`src/rtl/instr_encoder_pkg.sv`:
```
// Shared RV32I encoder definitions: request classes, opcodes, branch funct3 codes
// and immediate formats, matching the constants used by the core's decoder.
package instr_encoder_pkg;

  typedef enum logic [2:0] {
    K_LW   = 3'd0,
    K_SW   = 3'd1,
    K_RT   = 3'd2,
    K_BT   = 3'd3,
    K_IT   = 3'd4,
    K_LUI  = 3'd5,
    K_JAL  = 3'd6,
    K_JALR = 3'd7
  } kind_e;

  typedef enum logic [2:0] {
    FMT_R = 3'd0,
    FMT_I = 3'd1,
    FMT_S = 3'd2,
    FMT_B = 3'd3,
    FMT_U = 3'd4,
    FMT_J = 3'd5
  } imm_fmt_e;

  localparam logic [6:0] OP_LW   = 7'b0000011;
  localparam logic [6:0] OP_SW   = 7'b0100011;
  localparam logic [6:0] OP_RT   = 7'b0110011;
  localparam logic [6:0] OP_BT   = 7'b1100011;
  localparam logic [6:0] OP_IT   = 7'b0010011;
  localparam logic [6:0] OP_LUI  = 7'b0110111;
  localparam logic [6:0] OP_JAL  = 7'b1101111;
  localparam logic [6:0] OP_JALR = 7'b1100111;

  localparam logic [2:0] F3_BEQ  = 3'b000;
  localparam logic [2:0] F3_BNE  = 3'b001;
  localparam logic [2:0] F3_BLT  = 3'b100;
  localparam logic [2:0] F3_BGE  = 3'b101;

  localparam logic [2:0] F3_WORD = 3'b010;
  localparam logic [2:0] F3_JALR = 3'b000;
  localparam logic [2:0] F3_SLLI = 3'b001;
  localparam logic [2:0] F3_SRXI = 3'b101;

  function automatic imm_fmt_e fmt_of(input kind_e k);
    case (k)
      K_LW, K_IT, K_JALR: return FMT_I;
      K_SW:               return FMT_S;
      K_BT:               return FMT_B;
      K_LUI:              return FMT_U;
      K_JAL:              return FMT_J;
      default:            return FMT_R;
    endcase
  endfunction

  function automatic logic [6:0] opcode_of(input kind_e k);
    case (k)
      K_LW:    return OP_LW;
      K_SW:    return OP_SW;
      K_RT:    return OP_RT;
      K_BT:    return OP_BT;
      K_IT:    return OP_IT;
      K_LUI:   return OP_LUI;
      K_JAL:   return OP_JAL;
      default: return OP_JALR;
    endcase
  endfunction

endpackage

```
`src/rtl/instr_encoder_if.sv`:
```
// Request bus (field-level instruction requests) and instruction-memory write bus.
interface instr_req_if;
  import instr_encoder_pkg::*;

  logic        in_valid;
  logic        in_ready;
  kind_e       in_kind;
  logic [2:0]  in_f3;
  logic        in_f7b5;
  logic [4:0]  in_rd;
  logic [4:0]  in_rs1;
  logic [4:0]  in_rs2;
  logic [31:0] in_imm;

  modport master (output in_valid, in_kind, in_f3, in_f7b5, in_rd, in_rs1, in_rs2, in_imm,
                  input  in_ready);
  modport slave  (input  in_valid, in_kind, in_f3, in_f7b5, in_rd, in_rs1, in_rs2, in_imm,
                  output in_ready);
endinterface

interface instr_mem_if #(parameter int ADDR_W = 32);
  logic              mem_we;
  logic [ADDR_W-1:0] mem_addr;
  logic [31:0]       mem_wdata;
  logic              mem_ready;

  modport master (output mem_we, mem_addr, mem_wdata, input mem_ready);
  modport slave  (input  mem_we, mem_addr, mem_wdata, output mem_ready);
endinterface

```
`src/rtl/instr_encoder_pack.sv`:
```
// Combinational field packer: turns one request into an RV32I word and flags
// requests whose immediate or funct3 cannot be represented.
module instr_pack
  import instr_encoder_pkg::*;
(
  input  kind_e       kind,
  input  logic [2:0]  f3,
  input  logic        f7b5,
  input  logic [4:0]  rd,
  input  logic [4:0]  rs1,
  input  logic [4:0]  rs2,
  input  logic [31:0] imm,
  output logic [31:0] word,
  output logic        illegal
);

  logic signed [31:0] imm_s;
  imm_fmt_e           fmt;
  logic [6:0]         op;
  logic [2:0]         f3_eff;
  logic [11:0]        imm12;
  logic               is_shift;
  logic               fits12;

  assign imm_s = imm;

  always_comb begin
    fmt      = fmt_of(kind);
    op       = opcode_of(kind);
    is_shift = (kind == K_IT) && ((f3 == F3_SLLI) || (f3 == F3_SRXI));
    fits12   = (imm_s >= -2048) && (imm_s <= 2047);

    case (kind)
      K_LW, K_SW: f3_eff = F3_WORD;
      K_JALR:     f3_eff = F3_JALR;
      default:    f3_eff = f3;
    endcase

    // Shift-immediates reuse the imm[11:5] slot as a funct7 carrying the sra bit
    imm12 = is_shift ? {1'b0, f7b5, 5'b00000, imm[4:0]} : imm[11:0];

    word    = '0;
    illegal = 1'b0;
    case (fmt)
      FMT_R: begin
        word = {1'b0, f7b5, 5'b00000, rs2, rs1, f3_eff, rd, op};
      end
      FMT_I: begin
        word    = {imm12, rs1, f3_eff, rd, op};
        illegal = is_shift ? !((imm_s >= 0) && (imm_s <= 31)) : !fits12;
      end
      FMT_S: begin
        word    = {imm[11:5], rs2, rs1, f3_eff, imm[4:0], op};
        illegal = !fits12;
      end
      FMT_B: begin
        word    = {imm[12], imm[10:5], rs2, rs1, f3_eff, imm[4:1], imm[11], op};
        illegal = !((imm_s >= -4096) && (imm_s <= 4094)) || imm[0] ||
                  !(f3 inside {F3_BEQ, F3_BNE, F3_BLT, F3_BGE});
      end
      FMT_U: begin
        word    = {imm[31:12], rd, op};
        illegal = |imm[11:0];
      end
      FMT_J: begin
        word    = {imm[20], imm[10:1], imm[11], imm[19:12], rd, op};
        illegal = !((imm_s >= -(32'sd1 <<< 20)) && (imm_s <= (32'sd1 <<< 20) - 2)) || imm[0];
      end
      default: begin
        word    = '0;
        illegal = 1'b0;
      end
    endcase
  end

endmodule

```
`src/rtl/instr_encoder.sv`:
```
// RV32I instruction encoder: accepts field requests, packs them and writes the
// words to instruction memory at consecutive byte addresses.
module instr_encoder
  import instr_encoder_pkg::*;
#(
  parameter int                ADDR_W    = 32,
  parameter logic [ADDR_W-1:0] BASE_ADDR = '0
) (
  input  logic        clk,
  input  logic        rst,
  instr_req_if.slave  req,
  instr_mem_if.master mem,
  output logic        err,
  output logic [15:0] word_count,
  output logic [7:0]  err_count
);

  function automatic logic [7:0] sat_inc8(input logic [7:0] v);
    return (v == 8'hFF) ? v : v + 8'd1;
  endfunction

  logic [31:0]       word_p0;
  logic              illegal_p0;
  logic              accept_p0;
  logic              vld_p1;
  logic [31:0]       wdata_p1;
  logic [ADDR_W-1:0] addr_p1;
  logic              err_p1;
  logic              done_p1;

  instr_pack u_pack (
    .kind    (req.in_kind),
    .f3      (req.in_f3),
    .f7b5    (req.in_f7b5),
    .rd      (req.in_rd),
    .rs1     (req.in_rs1),
    .rs2     (req.in_rs2),
    .imm     (req.in_imm),
    .word    (word_p0),
    .illegal (illegal_p0)
  );

  // The output register may refill in the same cycle its current word drains
  assign done_p1      = vld_p1 && mem.mem_ready;
  assign req.in_ready = !vld_p1 || mem.mem_ready;
  assign accept_p0    = req.in_valid && req.in_ready;

  // ---- stage p0 -> p1: output register, address and counters ----
  always_ff @(posedge clk) begin
    if (rst) begin
      vld_p1     <= 1'b0;
      wdata_p1   <= '0;
      addr_p1    <= BASE_ADDR;
      err_p1     <= 1'b0;
      word_count <= '0;
      err_count  <= '0;
    end else begin
      if (done_p1) begin
        addr_p1    <= addr_p1 + ADDR_W'(4);
        word_count <= word_count + 16'd1;
      end
      if (accept_p0 && !illegal_p0) begin
        vld_p1   <= 1'b1;
        wdata_p1 <= word_p0;
      end else if (done_p1) begin
        vld_p1 <= 1'b0;
      end
      err_p1 <= accept_p0 && illegal_p0;
      if (accept_p0 && illegal_p0) begin
        err_count <= sat_inc8(err_count);
      end
    end
  end

  assign mem.mem_we    = vld_p1;
  assign mem.mem_addr  = addr_p1;
  assign mem.mem_wdata = wdata_p1;
  assign err           = err_p1;

endmodule

```
`src/flat_wrapper.sv`:
```
// flat-port wrapper written by rule: the top's interface ports become plain ports
module instr_encoder_flat import instr_encoder_pkg::*;
#(
  parameter int                ADDR_W    = 32,
  parameter logic [ADDR_W-1:0] BASE_ADDR = '0
)
  (clk, rst, err, word_count, err_count, req_in_valid, req_in_kind, req_in_f3, req_in_f7b5, req_in_rd, req_in_rs1, req_in_rs2, req_in_imm, req_in_ready, mem_mem_we, mem_mem_addr, mem_mem_wdata, mem_mem_ready);
  instr_req_if req_i ();
  instr_mem_if #(.ADDR_W(ADDR_W)) mem_i ();
  input  logic clk;
  input  logic rst;
  output logic err;
  output logic [15:0] word_count;
  output logic [7:0] err_count;
  input wire logic [$bits(req_i.in_valid)-1:0] req_in_valid;
  input wire logic [$bits(req_i.in_kind)-1:0] req_in_kind;
  input wire logic [$bits(req_i.in_f3)-1:0] req_in_f3;
  input wire logic [$bits(req_i.in_f7b5)-1:0] req_in_f7b5;
  input wire logic [$bits(req_i.in_rd)-1:0] req_in_rd;
  input wire logic [$bits(req_i.in_rs1)-1:0] req_in_rs1;
  input wire logic [$bits(req_i.in_rs2)-1:0] req_in_rs2;
  input wire logic [$bits(req_i.in_imm)-1:0] req_in_imm;
  output wire logic [$bits(req_i.in_ready)-1:0] req_in_ready;
  output wire logic [$bits(mem_i.mem_we)-1:0] mem_mem_we;
  output wire logic [$bits(mem_i.mem_addr)-1:0] mem_mem_addr;
  output wire logic [$bits(mem_i.mem_wdata)-1:0] mem_mem_wdata;
  input wire logic [$bits(mem_i.mem_ready)-1:0] mem_mem_ready;
  assign req_i.in_valid = req_in_valid;
  assign req_i.in_kind = req_in_kind;
  assign req_i.in_f3 = req_in_f3;
  assign req_i.in_f7b5 = req_in_f7b5;
  assign req_i.in_rd = req_in_rd;
  assign req_i.in_rs1 = req_in_rs1;
  assign req_i.in_rs2 = req_in_rs2;
  assign req_i.in_imm = req_in_imm;
  assign req_in_ready = req_i.in_ready;
  assign mem_mem_we = mem_i.mem_we;
  assign mem_mem_addr = mem_i.mem_addr;
  assign mem_mem_wdata = mem_i.mem_wdata;
  assign mem_i.mem_ready = mem_mem_ready;
  instr_encoder #(.ADDR_W(ADDR_W), .BASE_ADDR(BASE_ADDR)) u_core (.clk(clk), .rst(rst), .req(req_i), .mem(mem_i), .err(err), .word_count(word_count), .err_count(err_count));
endmodule
```
`config.mk`:
```
export PLATFORM = sky130hd
export DESIGN_NAME = instr_encoder_flat
export DESIGN_NICKNAME = d
export VERILOG_FILES = /design/src/rtl/instr_encoder_pkg.sv /design/src/rtl/instr_encoder_if.sv /design/src/rtl/instr_encoder_pack.sv /design/src/rtl/instr_encoder.sv /design/src/flat_wrapper.sv
export SDC_FILE = /design/constraint.sdc
export NUM_CORES = 1
export LEC_CHECK = 0
export ABC_AREA = 1
export CAP_MARGIN = 0
export CORE_UTILIZATION = 48
export CTS_CLUSTER_SIZE = 16
export DETAILED_ROUTE_END_ITERATION = 16
export GPL_TIMING_DRIVEN = 0
export HOLD_SLACK_MARGIN = 0.05
export PLACE_DENSITY_LB_ADDON = 0.05
export SLEW_MARGIN = 5
export SYNTH_ARGS = -nofsm -noshare
export SYNTH_HDL_FRONTEND = slang
export SYNTH_SLANG_ARGS = --single-unit
```
`constraint.sdc`:
```
create_clock -name clk -period 2.6 [get_ports clk]
set_clock_uncertainty 0.05 [all_clocks]
set_input_delay 0.65 -clock clk [delete_from_list [all_inputs] [get_ports clk]]
set_output_delay 0.65 -clock clk [all_outputs]
set_load 0.03 [all_outputs]
```
# Yosys cells after proc, flatten, opt, wreduce, memory -nomap -nowiden

Index checks and enable logic that the tools add are counted.

Register bits after elaboration: 90
Bits of input ports: 58
Logic and storage cells: 73

$add $sub $neg: 3
Order comparisons: 8
Eq/ne operators: 16
Multiplexer cells: 9
Bitwise operators: 1
Reduce and logical (&&, ||, !) cells: 30

Operator list:

| kind                                                                                  | count |
|---|---|
| 32-bit case mux with 6 select lines                                                   | 1 |
| 7-bit case mux with 7 select lines                                                    | 1 |
| 32-bit by 3-bit adder with 32-bit output, second input constant                       | 1 |
| 32-bit by 1-bit greater-or-equal comparator with 1-bit output, second input constant  | 1 |
| 32-bit by 12-bit greater-or-equal comparator with 1-bit output, second input constant | 1 |
| 32-bit by 13-bit greater-or-equal comparator with 1-bit output, second input constant | 1 |
| 32-bit by 21-bit greater-or-equal comparator with 1-bit output, second input constant | 1 |
| 32-bit by 12-bit <= comparator with 1-bit output, second input constant               | 1 |
| 32-bit by 13-bit <= comparator with 1-bit output, second input constant               | 1 |
| 32-bit by 21-bit <= comparator with 1-bit output, second input constant               | 1 |
| 32-bit by 6-bit <= comparator with 1-bit output, second input constant                | 1 |
| 3-bit == test, second input constant                                                  | 8 |
| 16-bit by 1-bit adder with 16-bit output, second input constant                       | 1 |
| 3-bit case mux with 5 select lines                                                    | 1 |
| 3-bit by 2-bit == test with 1-bit output, second input constant                       | 4 |
| 12-bit two-way mux                                                                    | 1 |
| 12-bit OR reduction                                                                   | 1 |
| 3-bit by 1-bit == test with 1-bit output, second input constant                       | 3 |
| 1-bit logical AND                                                                     | 9 |
| 3-bit logical NOT                                                                     | 3 |
| 8-bit by 1-bit adder with 8-bit output, second input constant                         | 1 |
| 8-bit == test, second input constant                                                  | 1 |
| 1-bit logical NOT                                                                     | 7 |
| 3-bit case mux with 2 select lines                                                    | 1 |
| 9 further kinds                                                                       | 15 |

# Longest topological paths before layout

Depth after elaboration: 9
Mapped depth: 17
Mapped depth without buffers: 14

# Modules after synthesis

Synthesis repeated with hierarchy kept, for this count alone.

Cells, all modules: 801
Area total of the unflattened synthesis: 5,006.1 sq um

By module, submodules not included:

| module        | times used | cells an instance | area an instance (sq um) | sequential area each (sq um) |
|---|---|---|---|---|
| instr_encoder | 1          | 568               | 3,957.5                  | 1,761.7 |
| instr_pack    | 1          | 233               | 1,048.5                  | 0.0 |

# Worst setup path after synthesis

Ideal clock, no wire load.

Kind: input to register
From: in req_in_imm[31]
To: reg u_core.wdata_p1[15] (netlist: u_core.mem.mem_wdata[15])
Library setup time: 0.113 ns
Data arrival time: 2.086 ns
Data required time: 2.437 ns
Slack: 0.351 ns
Stages on the path: 16
Buffers on the path: 3
Cell sequence: buf_6 -> nor2_4 -> nand2_1 -> nor2_2 -> nand2_1 -> nor2_2 -> nand2_1 -> nand2_1 -> a21oi_1 -> nor2_2 -> and2_1 -> buf_2 -> nand3_4 -> buf_2 -> nor2_1 -> nor2_1

Cells in the longest elaborated chain, start to end: 8
Elaborated cells on any way between the ends: 23
Those cells by class: order compare (8); mux (2); reduce/logical (13)

RTL lines:

| what                                                                                                                                      | line                     | text |
|---|---|---|
| from (decl)                                                                                                                               | flat_wrapper.sv:22       | `input wire logic [$bits(req_i.in_imm)-1:0] req_in_imm;` |
| 32-bit by 13-bit greater-or-equal comparator with 1-bit output / 32-bit by 13-bit <= comparator with 1-bit output (equally long branches) | instr_encoder_pack.sv:58 | `illegal = !((imm_s >= -4096) && (imm_s <= 4094)) \|\| imm[0] \|\|` |
| 1-bit logical AND                                                                                                                         | instr_encoder_pack.sv:58 |  |
| 1-bit logical NOT                                                                                                                         | instr_encoder_pack.sv:58 |  |
| 1-bit logical OR (2 in series)                                                                                                            | instr_encoder_pack.sv:58 |  |
| 1-bit case mux with 5 select lines (*)                                                                                                    | instr_encoder_pack.sv:44 | `case (fmt)` |
| 1-bit logical NOT (*)                                                                                                                     | instr_encoder.sv:62      | `if (accept_p0 && !illegal_p0) begin` |
| 1-bit logical AND (*)                                                                                                                     | instr_encoder.sv:62      |  |
| to (signal assigned)                                                                                                                      | instr_encoder.sv:64      | `wdata_p1 <= word_p0;` |
| to (decl)                                                                                                                                 | instr_encoder.sv:26      | `logic [31:0] wdata_p1;` |

Every way passes the cells marked *; elsewhere a longest branch is shown, timed or not.
A chain may end at the register's enable or synchronous reset.

# Final worst setup path

From: in req_in_imm[5]
To: reg u_core.wdata_p1[11] (netlist: u_core.mem.mem_wdata[11])

Same word-level chain as after synthesis.

==> metrics.txt <==
status finished clean; Syn Inst Count 788; Synth Register Bits 87; wire per inst 13.6 um; post-DP HPWL 11.3 mm; Fillers 861; FP Rows 36; die height 104 um; # H-tree levels 3; total power 3.10 mW; PortBufs 145; Slew Viols, Final 0; Worst-Margin Slew 0.775 ns; Cells on Worst Hold Path 2; register area 1740 um2; Setup violations, final 0; worst-case reg-to-reg path depth 12; Final Cell Area 7150 um2; CP arrival 2.74 ns; TritonCTS clock tree yes; Synth cell types 38; Sink Count 87; Critical Path Fanout Max 10; Initial Util 50.1%; Max transition margin 48.2%; number of global-route vias before repair 5165; net count of the finished layout 1022; Buf/Inv on CP 3; total grt overflow 0; leakage 3.16 nW; WL final 15.0 mm; Crit Path Category in -> reg; critical path's slowest cell clkdlybuf4s50_1; CTS clk-pin slew, worst paths 0.09 ns; register area share after synthesis 35.1%; worst min-delay path class reg -> reg; drt initial violations 308; Worst EP required 2.83 ns; hold_buf cts 0; CP endpoint kind flip-flop; Tmin final 2.50 ns; first-pass GRT wire length 23.7 mm; Top delay family on crit path simple AND/OR/NAND/NOR gates; Startpoint Class input pin; pwr/cell area 433 nW/um2; overall routing resource usage 27.2%; Cell Area, Synth 4960 um2; clk_lat worst skew 0.36 ns; EDFF count, synth 0; Yosys top cell by area dfxtp_1; die area 10700 um2; gpl congestion 0.896; Worst path max stage delay 0.51 ns; most common cell in the synthesized netlist nand2_1; Area contributors post-synth dfxtp_1 (35%), nand2_1 (14%), inv_1 (9.9%); DR vias 5658; ratio of cells with drive above 1 in the final layout 10.3%; Die Width 104 um; Antenna diodes 0; core area 9910 um2; Synth-to-Final Area Change 44.2%; Area after DPL 6580 um2; post-layout util 72.2%; post-synthesis area per instance 6.30 um2; CP most frequent cell nand2_1; largest net degree at the start of global routing 15; First-pass DRT Iterations 5; Crit. path cell count 16; initial antenna violation count 0; VDD IR max 0.265 mV; I/O pins 149; CTS root buffer clkbuf_8; Vias/cell 5.16; Max-Cap Viols 0; CTS Buf Count 9; worst hold slack 0.426 ns; CTS Buffer Depth 2; DRC viols 0; Synth Flop Type dfxtp_1; synth cell count leaders nand2_1 (187), inv_1 (131), nor2_1 (130); ANT nets after route 0; Final Hold Fails 0; Max Clock Freq 399 MHz; asr flop ratio synth 0%; Warnings, synthesis 0; Synth top area share 35.1%; multi-input logic area 2750 um2; crit-path cells clkdlybuf4s50_1 -> nand2_1 -> nor2_4 -> nand2_1 -> nor2_2 -> nand2_1 -> nand3_1 -> nand3_1 -> nand2_2 -> nand2_2 -> and2_1 -> buf_4 -> clkbuf_4 -> nand4_1 -> nand2_1 -> nor2_1; Tcrit/Tclk final 96.3%
[worst reg2reg max path, stage by stage, from the launching register on]
cell and delay [ns]:
dfxtp_1 0.40, nand2_2 0.10, inv_2 0.09, buf_6 0.12, nand4_1 0.12, nor2_2 0.21, nand4_1 0.20, nor2_1 0.19
nand2_1 0.08, nor2_2 0.16, nand2_2 0.10, o21ai_1 0.16, a21oi_2 0.04
[layout by cell type (no fill, tap or decap), types with 9 or more instances in the layout]
cell type        instances
clkdlybuf4s50_1        117
nor3_1                  11
o21ai_0                 24
dfxtp_1                 87
dlymetal6s2s_1          25
nor2_2                  15
xor2_1                  12
a21oi_1                 45
inv_2                    9
nand4_1                 46
buf_4                   19
inv_1                  124
nand3_1                 21
clkbuf_8                10
nor2_1                 117
clkbuf_1                11
nand2_1                181
[per-layer routing]
layer  track usage [%]  part of all wire [%]  vias to the layer above
li1                  -                     -                     2835
met2              44.1                    46                      197
met4              9.59                   2.2                        0
met5                 0                     0                        -
met1              35.0                    44                     2600
met3              6.92                   7.7                       26
[state kept, by name (all words and copies together) (netlist names)]
signal,cells
u_core.mem.mem_wdata,31
u_core.mem.mem_addr,30
u_core.word_count,16
u_core.err_count,8
u_core.err,1
u_core.mem.mem_we,1
[report_power, final]
part	internal (mW)	switching [mW]	total (mW)
sequential	1.38	0.0307	1.41
clock	0.467	0.487	0.954
combinational	0.299	0.430	0.729
[kinds of logic (layout without fill, tap and decap cells)]
family,Yosys count,after routing,share of synthesized area (%)
AOI/OAI and AO/OA,95,95,10.6
adders and majority gates,3,3,0.757
other,1,2,0.0756
xor gates and xnor gates,17,17,3.00
muxes,1,1,0.202
and+or+nand+nor,425,425,37.2
buffers and inverters,159,334,13.0
DFF,87,87,35.1
[final cells by class]
| type | count | share of cell area (%) |
|---|---|---|
| repair buffers | 161 | 22.8 |
| well taps | 133 | 2.33 |
| inverters | 133 | 6.98 |
| plain buffers | 26 | 2.36 |
| clock buffers | 10 | 1.92 |
| multi-input cells | 543 | 38.5 |
| flip-flops and latches | 87 | 24.4 |
| clock inverters | 4 | 0.787 |
[worst paths after layout]
| check | slack (ns) | startpoint | to |
|---|---|---|---|
| max | 0.1 | req_in_imm[5] | u_core.mem.mem_wdata[11] |
| max reg2reg | 0.49 | u_core.mem.mem_we | u_core.mem.mem_addr[20] |
| min | 0.43 | u_core.word_count[15] | u_core.word_count[15] |
| min reg2reg | 0.43 | u_core.word_count[15] | u_core.word_count[15] |
[per-stage QoR]
| stage | worst slack (ns) | instances | TNS, ns |
|---|---|---|---|
| floorplan | 0.351 | 789 | 0 |
| global placement | -0.559 | 1067 | -23.81 |
| detailed placement | -0.561 | 1067 | -24.52 |
| CTS | 0.0249 | 1083 | 0 |
| global route | -0.0224 | 1097 | -0.0571 |
| finish | 0.0965 | 1097 | 0 |
[repair_timing]
| action | in CTS | in global routing |
|---|---|---|
| resized for setup | 16 | 75 |
| cloned | 0 | 1 |
| pin swaps | 2 | 21 |
| endpoints found under the setup margin | 44 | 54 |
| setup buffers | 2 | 13 |
Note: power is estimated with default switching activity, not from simulation.
